[config.mk]
export PLATFORM = sky130hd
export DESIGN_NAME = fp_addsub_pipe
export DESIGN_NICKNAME = d
export VERILOG_FILES = /design/src/rtl/fp_addsub_pipe.sv
export SDC_FILE = /design/constraint.sdc
export NUM_CORES = 1
export LEC_CHECK = 0
export CAP_MARGIN = 10
export CORE_ASPECT_RATIO = 0.6
export CORE_UTILIZATION = 60
export DETAILED_ROUTE_END_ITERATION = 12
export HOLD_SLACK_MARGIN = 0.06
export PLACE_DENSITY = 0.83
export SYNTH_ARGS = -nofsm -noshare
export SYNTH_HDL_FRONTEND = slang
export SYNTH_SLANG_ARGS = --single-unit
[constraint.sdc]
create_clock -name clk -period 8.25 [get_ports clk]
set_clock_uncertainty 0.2 [all_clocks]
set_input_delay 1.2375 -clock clk [delete_from_list [all_inputs] [get_ports clk]]
set_output_delay 1.2375 -clock clk [all_outputs]
set_load 0.01 [all_outputs]
[src/rtl/fp_addsub_pipe.sv]
// fp_addsub_pipe: 3-stage IEEE-754 add/sub with valid/ready backpressure; FP_ADDSUB_RNE_EN selects RNE, otherwise truncation
module fp_addsub_pipe #(
  parameter int EXP_W = 8,
  parameter int MAN_W = 23,
  parameter int TAG_W = 4,
  localparam int W = 1 + EXP_W + MAN_W
) (
  input  logic             clk,
  input  logic             rst_n,
  input  logic [W-1:0]     i_a,
  input  logic [W-1:0]     i_b,
  input  logic             i_sub,
  input  logic [TAG_W-1:0] i_tag,
  input  logic             i_vld,
  output logic             o_rdy,
  output logic [W-1:0]     o_res,
  output logic [TAG_W-1:0] o_tag,
  output logic [3:0]       o_flags,
  output logic             o_res_vld,
  input  logic             i_rdy
);
  localparam int GW = MAN_W + 4;
  localparam int SW = $clog2(MAN_W + 5);
  localparam int XW = (EXP_W > SW ? EXP_W : SW) + 2;
  localparam logic [EXP_W-1:0] EMAX = '1;
  localparam logic [W-1:0] QNAN = {1'b0, EMAX, 1'b1, {(MAN_W-1){1'b0}}};
  logic adv;
  logic sa, sb, swap, a_nan, b_nan, a_inf, b_inf, spc, spc_inv;
  logic [EXP_W-1:0] ea, eb, ea1, eb1, el, d;
  logic [MAN_W-1:0] ma, mb;
  logic [GW-1:0] gl, gx, gs, gmask;
  logic [W-1:0] spc_res;
  logic s1_vld, s1_sgn, s1_sub, s1_spc, s1_spc_inv;
  logic [EXP_W-1:0] s1_exp;
  logic [GW-1:0] s1_gl, s1_gs;
  logic [W-1:0] s1_spc_res;
  logic [TAG_W-1:0] s1_tag;
  logic s2_vld, s2_sgn, s2_sub, s2_spc, s2_spc_inv;
  logic [EXP_W-1:0] s2_exp;
  logic [GW:0] s2_sum;
  logic [W-1:0] s2_spc_res;
  logic [TAG_W-1:0] s2_tag;
  logic [SW-1:0] lz;
  logic [XW-1:0] e, sh, en, ef;
  logic [GW-1:0] n;
  logic [MAN_W+1:0] rnd;
  logic inc, tiny, inx, ovf, zs;
  logic [W-1:0] ovf_res, res;
  logic [3:0] flags;
  assign adv = !o_res_vld || i_rdy;
  assign o_rdy = adv;
  assign sa = i_a[W-1];
  assign sb = i_b[W-1] ^ i_sub;
  assign ea = i_a[W-2:MAN_W];
  assign eb = i_b[W-2:MAN_W];
  assign ma = i_a[MAN_W-1:0];
  assign mb = i_b[MAN_W-1:0];
  assign a_nan = &ea && |ma;
  assign b_nan = &eb && |mb;
  assign a_inf = &ea && !(|ma);
  assign b_inf = &eb && !(|mb);
  assign ea1 = |ea ? ea : EXP_W'(1);
  assign eb1 = |eb ? eb : EXP_W'(1);
  assign swap = {eb, mb} > {ea, ma};
  assign el = swap ? eb1 : ea1;
  assign d = swap ? eb1 - ea1 : ea1 - eb1;
  assign gl = swap ? {|eb, mb, 3'b0} : {|ea, ma, 3'b0};
  assign gx = swap ? {|ea, ma, 3'b0} : {|eb, mb, 3'b0};
  assign gmask = ~({GW{1'b1}} << d);
  // bits shifted past the sticky position are ORed back into it
  assign gs = (32'(d) >= 32'(MAN_W + 3)) ? {{(GW-1){1'b0}}, |gx}
            : (gx >> d) | {{(GW-1){1'b0}}, |(gx & gmask)};
  assign spc = a_nan | b_nan | a_inf | b_inf;
  assign spc_inv = (a_nan & !ma[MAN_W-1]) | (b_nan & !mb[MAN_W-1])
                 | (!a_nan & !b_nan & a_inf & b_inf & (sa ^ sb));
  assign spc_res = (a_nan | b_nan | (a_inf & b_inf & (sa ^ sb))) ? QNAN
                 : {a_inf ? sa : sb, EMAX, {MAN_W{1'b0}}};
  always_comb begin
    lz = SW'(GW);
    for (int i = 0; i < GW; i++)
      if (s2_sum[i]) lz = SW'(GW - 1 - i);
    e = XW'(s2_exp);
    sh = (XW'(lz) < e - XW'(1)) ? XW'(lz) : e - XW'(1);
    n = s2_sum[GW] ? {s2_sum[GW:2], |s2_sum[1:0]} : s2_sum[GW-1:0] << sh;
    en = s2_sum[GW] ? e + XW'(1) : e - sh;
    tiny = !n[GW-1];
    inx = |n[2:0];
`ifdef FP_ADDSUB_RNE_EN
    inc = n[2] & (n[1] | n[0] | n[3]);
    ovf_res = {s2_sgn, EMAX, {MAN_W{1'b0}}};
`else
    inc = 1'b0;
    ovf_res = {s2_sgn, EXP_W'(EMAX - 1), {MAN_W{1'b1}}};
`endif
    rnd = {1'b0, n[GW-1:3]} + (MAN_W+2)'(inc);
    ef = rnd[MAN_W+1] ? en + XW'(1) : en;
    ovf = ef >= XW'(EMAX);
    zs = s2_sub & !(|s2_sum);
    res = s2_spc ? s2_spc_res : ovf ? ovf_res
        : {s2_sgn & !zs, (rnd[MAN_W+1] | rnd[MAN_W]) ? ef[EXP_W-1:0] : EXP_W'(0),
           rnd[MAN_W+1] ? MAN_W'(0) : rnd[MAN_W-1:0]};
    flags = s2_spc ? {s2_spc_inv, 3'b000} : {1'b0, ovf, tiny & inx, inx | ovf};
  end
  always_ff @(posedge clk)
    if (!rst_n) begin
      s1_vld <= 1'b0;
      s2_vld <= 1'b0;
      o_res_vld <= 1'b0;
      o_res <= '0;
      o_tag <= '0;
      o_flags <= '0;
    end else if (adv) begin
      s1_vld <= i_vld;
      s2_vld <= s1_vld;
      o_res_vld <= s2_vld;
      if (s2_vld) begin
        o_res <= res;
        o_tag <= s2_tag;
        o_flags <= flags;
      end
    end
  always_ff @(posedge clk)
    if (adv) begin
      if (i_vld) begin
        s1_sgn <= swap ? sb : sa;
        s1_sub <= sa ^ sb;
        s1_exp <= el;
        s1_gl <= gl;
        s1_gs <= gs;
        s1_spc <= spc;
        s1_spc_res <= spc_res;
        s1_spc_inv <= spc_inv;
        s1_tag <= i_tag;
      end
      if (s1_vld) begin
        s2_sgn <= s1_sgn;
        s2_sub <= s1_sub;
        s2_exp <= s1_exp;
        s2_sum <= s1_sub ? {1'b0, s1_gl} - {1'b0, s1_gs} : {1'b0, s1_gl} + {1'b0, s1_gs};
        s2_spc <= s1_spc;
        s2_spc_res <= s1_spc_res;
        s2_spc_inv <= s1_spc_inv;
        s2_tag <= s1_tag;
      end
    end
endmodule

---- Word level (Yosys, flattened, before mapping) ----
Index checks and enable logic that the tools add are counted.
operators by class
  add/sub/neg operators ................... 7
  multiply operators ...................... 0
  div/mod/pow operators ................... 0
  order comparisons ....................... 4
  equal/unequal tests ..................... 0
  shift-type cells ........................ 3
  muxes and demuxes ....................... 45
  bitwise gates (word level) .............. 23
  reductions and logical operators ........ 29
operators by type and width
  cell                   count
  $mux 5                 26
  $mux 27                3
  $mux 32                2
  $reduce_or 27->1       2
  $reduce_or 23->1       2
  $mux 8                 5
  $gt 31x31->1           1
  $add 27x27->28         1
  $mux 28                1
  $reduce_or 28->1       1
  $sub 27x27->28         1
  $and 27x27->27         1
  $not 27->27            1
  $or 27x1->27           1
  $shl 27x10->27         1
  $shl 27x8->27 const A  1
  $shr 27x8->27          1
  $mux 23                1
  $mux 10                2
  $reduce_and 8->1       2
  $reduce_or 8->1        2
  $sub 8x8->8            2
  $and 1x1->1            11
  $ge 10x8->1 const B    1
  15 further kinds       39
word-level totals
  register bits ........................... 221
  latch bits .............................. 0
  bits in writable memories ............... 0
  memory bits (read-only) ................. 0
  bits of input ports ..................... 73
  output and inout bits ................... 42
  memories kept ........................... 0

---- Longest topological paths before layout ----
Gate-level depths: netlist of run 1.
  word-level depth ........................ 34
  gate-level depth with buffers ........... 29
  mapped depth without buffers ............ 25

---- Worst setup path before layout of run 1 ----
OpenSTA, ideal clock, no wires.
  path type ............................... register to register
  from .................................... register s2_exp[1]
  to ...................................... register o_res[0]
  library setup time ...................... 0.070 ns
  arrival ................................. 5.724 ns
  required time ........................... 7.980 ns
  path slack .............................. 2.255 ns
  stages on the path, launching flop included .. 27
  path buffers ............................ 4
  clock period less this slack ............ 5.995 ns
  cell sequence ........................... edfxtp_1 or4_4 nand2_1 inv_1 ha_1 a21o_1 a21oi_1 a311oi_2 or2_1 o2bb2ai_1 inv_1 buf_2 buf_1 ha_1 inv_1 fa_1 a21o_1 a21oi_1 nor2b_1 o32a_1 o311a_1 o31ai_1 a41o_1 buf_2 buf_2 o21ai_0 a21oi_1
between the ends
  word-level cells in the longest chain between the ends .. 8
  elaborated cells on any way between the ends .. 11
RTL lines
  what                    line  source
  start, declared         39    logic [EXP_W-1:0] s2_exp;
  start signal, assigned  138   s2_exp <= s1_exp;
  $sub 8x1->9             83    sh = (XW'(lz) < e - XW'(1)) ? XW'(lz) : e - XW'(1);
  $lt 5x10->1             83
  $mux 10                 83
  $sub 8x10->10           85    en = s2_sum[GW] ? e + XW'(1) : e - sh;
  $mux 10                 85
  $ge 10x8->1             97    ovf = ef >= XW'(EMAX);
  $mux 32 * (2 in a row)  99    res = s2_spc ? s2_spc_res : ovf ? ovf_res
  end signal, assigned    117   o_res <= res;
  end, declared           16    output logic [W-1:0] o_res,
Mark *: on every way between the ends. The rest lies on a longest branch, timed or not.
A chain may end at the register's enable or synchronous reset.

---- Worst setup path in the final report of run 1 ----
  from .................................... register s2_sum[3]
  to ...................................... register o_res[11]
between the ends
  word-level cells in the longest chain between the ends .. 31
  elaborated cells on any way between the ends .. 33
RTL lines
  what                    line  source
  start, declared         40    logic [GW:0] s2_sum;
  start signal, assigned  139   s2_sum <= s1_sub ? {1'b0, s1_gl} - {1'b0, s1_gs} : {1'b0, s1_gl} + {1'b0, s1_gs};
  $mux 5 (24 in a row)    81    if (s2_sum[i]) lz = SW'(GW - 1 - i);
  $lt 5x10->1             83
  $mux 10                 83
  $sub 8x10->10           85
  $mux 10                 85
  $ge 10x8->1             97
  $mux 32 * (2 in a row)  99
Marks and branches as above.

==> qor.csv, run 1 <==
stage,metric,value,unit
drt,drc_errors,0,
synthesis,synth_common_cells,"168 x nand2_1, 155 x nor2_1, 115 x edfxtp_1",
die,io_pins,115,
timing,fmaxAchievable,0.134,GHz
synthesis,syn_area_per_cell,8.53,um2
clock_network,cts_tree,done,
setup_path,reg2reg_depth,22,
status,outcome,"finished, final reports clean",
cells_and_area,finalInstanceArea,15900,um2
die,start_util,62.2,%
clock_network,cts_sinks,158,
setup_path,crit_path_max_fanout,20,
global_routing,grt_pass1_wl,73.3,mm
synthesis,synth-seq-area-share,31.0,%
cells_and_area,drive_gt1_share,6.93,%
synthesis,synth_cell_types,89,
synthesis,synth_most_common_cell,nand2_1,
timing,finalSetupTns,0,ps
cells_and_area,antennaDiodeCount,0,
timing,timing.final.crit_share,90.8,%
timing,post-route-min-period,7490,ps
cells_and_area,final_nets,1862,
power,ir_worst_vdd,0.143,mV
placed_design,dp.final_hpwl,37.2,mm
synthesis,async_flop_share,0,%
setup_path,crit_path_end_kind,flop,
setup_path,crit_required,8420,ps
hold_path,hold_class,flop to flop,
cells_and_area,areaGrowthSynthToFinish,14.2,%
die,die_area,23800,um2
die,fp.dieH,120,um
die,fp-row-count,42,
setup_path,endpoint,o_res[11],
synthesis,synth_nets,1791,
setup_path,startpoint,s2_sum[3],
drt,vias_per_cell,6.92,
drt,first_iter_violations,1964,
setup_path,critPathKind,flop to flop,
global_routing,grt_pass1_vias,12500,
clock_network,clkTransAtPathRegs,70,ps
cells_and_area,utilization,71.0,%
synthesis,synth_top_area_share,24.8,%
timing,rsz0062_at_grt,false,
synthesis,synth_edf_count,115,
drt,drt_wl_total,48.6,mm
setup_path,rr_endpoint,o_res[11],
drt,num_vias,14000,
synthesis,syn_inst,1633,
global_routing,use_met3,21.2,%
timing,finalMaxSlewViolations,0,
placed_design,port_buffers,114,
global_routing,overflow,0,
synthesis,ys_ff_latch,158,
timing,hold_violations,0,
die,die_w,199,um
power,powerDensity,196,nW/um2
global_routing,met1_usage,60.8,%
synthesis,synthFlopType,edfxtp_1,
clock_network,cts_buffers,17,
setup_path,rrSetupSlack,760,ps
power,p_leak,6.28,nW
clock_network,htree_num_levels,4,
clock_network,cts_max_path_buffers,2,
setup_path,cp_data_arrival_time,7660,ps
synthesis,synthTopCellsByArea,"edfxtp_1 25%, mux2i_1 7.4%, ha_1 7.4%",
clock_network,clock_latency,450,ps
drt,ant_nets,0,
placed_design,place_area,15300,um2
setup_path,r2r-start,s2_sum[3],
flow_run,cap_violations,0,
placed_design,gp_congestion,1.07,
global_routing,grt_use_met2,51.1,%
synthesis,synth_top_area_cell,edfxtp_1,
clock_network,holdBufCountCts,0,
global_routing,top_usage_layer,met1,
synthesis,synth_area,13900,um2
timing,setup_viol,0,
global_routing,antenna_found_initial,0,
drt,avgRoutedWirePerCell,24.0,um
die,coreArea,22400,um2
synthesis,synth_warnings,0,
setup_path,start_kind,flop,
timing,slew-limit-headroom,25.7,%
clock_network,cts_root_buf,clkbuf_16,
global_routing,grt_max_degree,70,
global_routing,track_usage,41.0,%
timing,worstMarginPinSlew,1110,ps
clock_network,cts_resized,0,
drt,dr.pass1.iters,6,
clock_network,cts_setup_buffers,0,
-- power by group --
group / total [mW] / switching, mW / internal, mW
sequential: 1.02 / 0.0755 / 0.940
combinational: 1.32 / 0.827 / 0.491
clock: 0.781 / 0.361 / 0.420
total: 3.11 / 1.26 / 1.85
-- critical path, stage by stage, from the launching register on --
cell and delay [ps]:
edfxtp_1 540, nor4_1 410, nor4_1 120, o21bai_1 340, a21boi_0 260, ha_1 280, a21o_1 160, a21oi_1 210
a311oi_2 100, a311oi_1 700, a21o_4 430, inv_8 160, fa_1 470, a21o_1 180, a21oi_1 270, nor2b_1 80
o32a_1 210, o311a_1 310, o31ai_1 590, a41o_1 730, buf_4 310, a211oi_1 70, a211oi_1 230
-- registers in the layout, summed over array words and instances (netlist names), 2 cells and up --
| signal | count |
|---|---|
| s2_sum | 28 |
| o_tag | 4 |
| s1_gl | 24 |
| o_res | 32 |
| s2_tag | 4 |
| o_flags | 4 |
| s1_spc_res | 2 |
| s2_exp | 8 |
| s1_tag | 4 |
| s1_exp | 8 |
| s1_gs | 27 |
| s2_spc_res | 2 |
-- kinds of logic after synthesis --
family                   Yosys count  share of synthesized area, %
XOR/XNOR                          59                          3.71
other                              1                        0.0269
AO/OA/AOI/OAI                    432                          20.4
buffers and inverters            186                          5.47
multiplexers                     135                          11.9
AND/OR/NAND/NOR                  575                          19.6
flip-flops                       158                          31.0
adder cells (fa/ha/maj)           87                          7.94
-- cell usage in the layout (no fill, tap or decap), types with 17 or more instances in the layout --
cell,netlist,layout
mux2i_1,103,102
nor2b_1,17,17
clkbuf_16,0,17
nand4_1,21,21
o21ai_0,100,100
a21oi_1,98,98
a31oi_1,18,18
buf_4,1,34
edfxtp_1,115,115
ha_1,82,82
clkdlybuf4s50_1,0,114
dfxtp_1,43,43
nor4_1,24,24
a211oi_1,37,37
nor2_1,155,154
inv_1,85,85
mux4_2,23,23
a21o_1,23,23
nand3_1,55,55
nand2_1,168,167
and2_1,22,20
nor3_1,47,46
xnor2_1,43,43
-- worst min path at each step --
stage	from	endpoint	slack [ps]	cells past startpoint
4_1_cts	s1_tag[0]	s2_tag[0]	220	0
3_3_place_gp	s1_tag[0]	s2_tag[0]	200	0
2_1_floorplan	s1_exp[0]	s2_exp[0]	200	0
3_5_place_dp	s1_tag[0]	s2_tag[0]	210	0
6_report	s1_tag[0]	s2_tag[0]	220	0
5_1_grt	s1_tag[2]	s2_tag[2]	220	0
-- stage by stage --
step / cells / total power [mW] / hold slack, ps / setup slack, ps
2_1_floorplan: 1633 / 1.87 / 200 / 2260
5_1_grt: 2025 / 3.23 / 224 / 538
6_report: 2025 / 3.11 / 222 / 761
3_3_place_gp: 1991 / 2.24 / 201 / 1230
4_1_cts: 2024 / 3.04 / 222 / 1080
3_5_place_dp: 1992 / 2.26 / 207 / 1190
-- layout make-up --
| class | count | area (um2) |
|---|---|---|
| multi-input combinational | 1289 | 8880 |
| fill | 1751 | 6490 |
| sequential | 158 | 4310 |
| timing repair buffer | 150 | 1410 |
| clock buffer | 18 | 429 |
| tap | 308 | 385 |
| inverter | 88 | 338 |
| clock inverter | 14 | 136 |
-- layer usage --
| layer | share of wire [%] | vias up | wire length [um] |
|---|---|---|---|
| met5 | 0.20 | - | 95 |
| met4 | 1.5 | 2 | 728 |
| met3 | 18 | 84 | 8680 |
| met2 | 37 | 1076 | 17900 |
| met1 | 44 | 6605 | 21100 |
| li1 | - | 6239 | - |
No activity file was read; power rests on OpenSTA's default activity.
==> inputs of run 2 (changes only) <==
SETUP_SLACK_MARGIN = 0.2   (was unset)
==> results of run 2 <==
The final DEF is identical to that of run 1; final timing and power are the same.
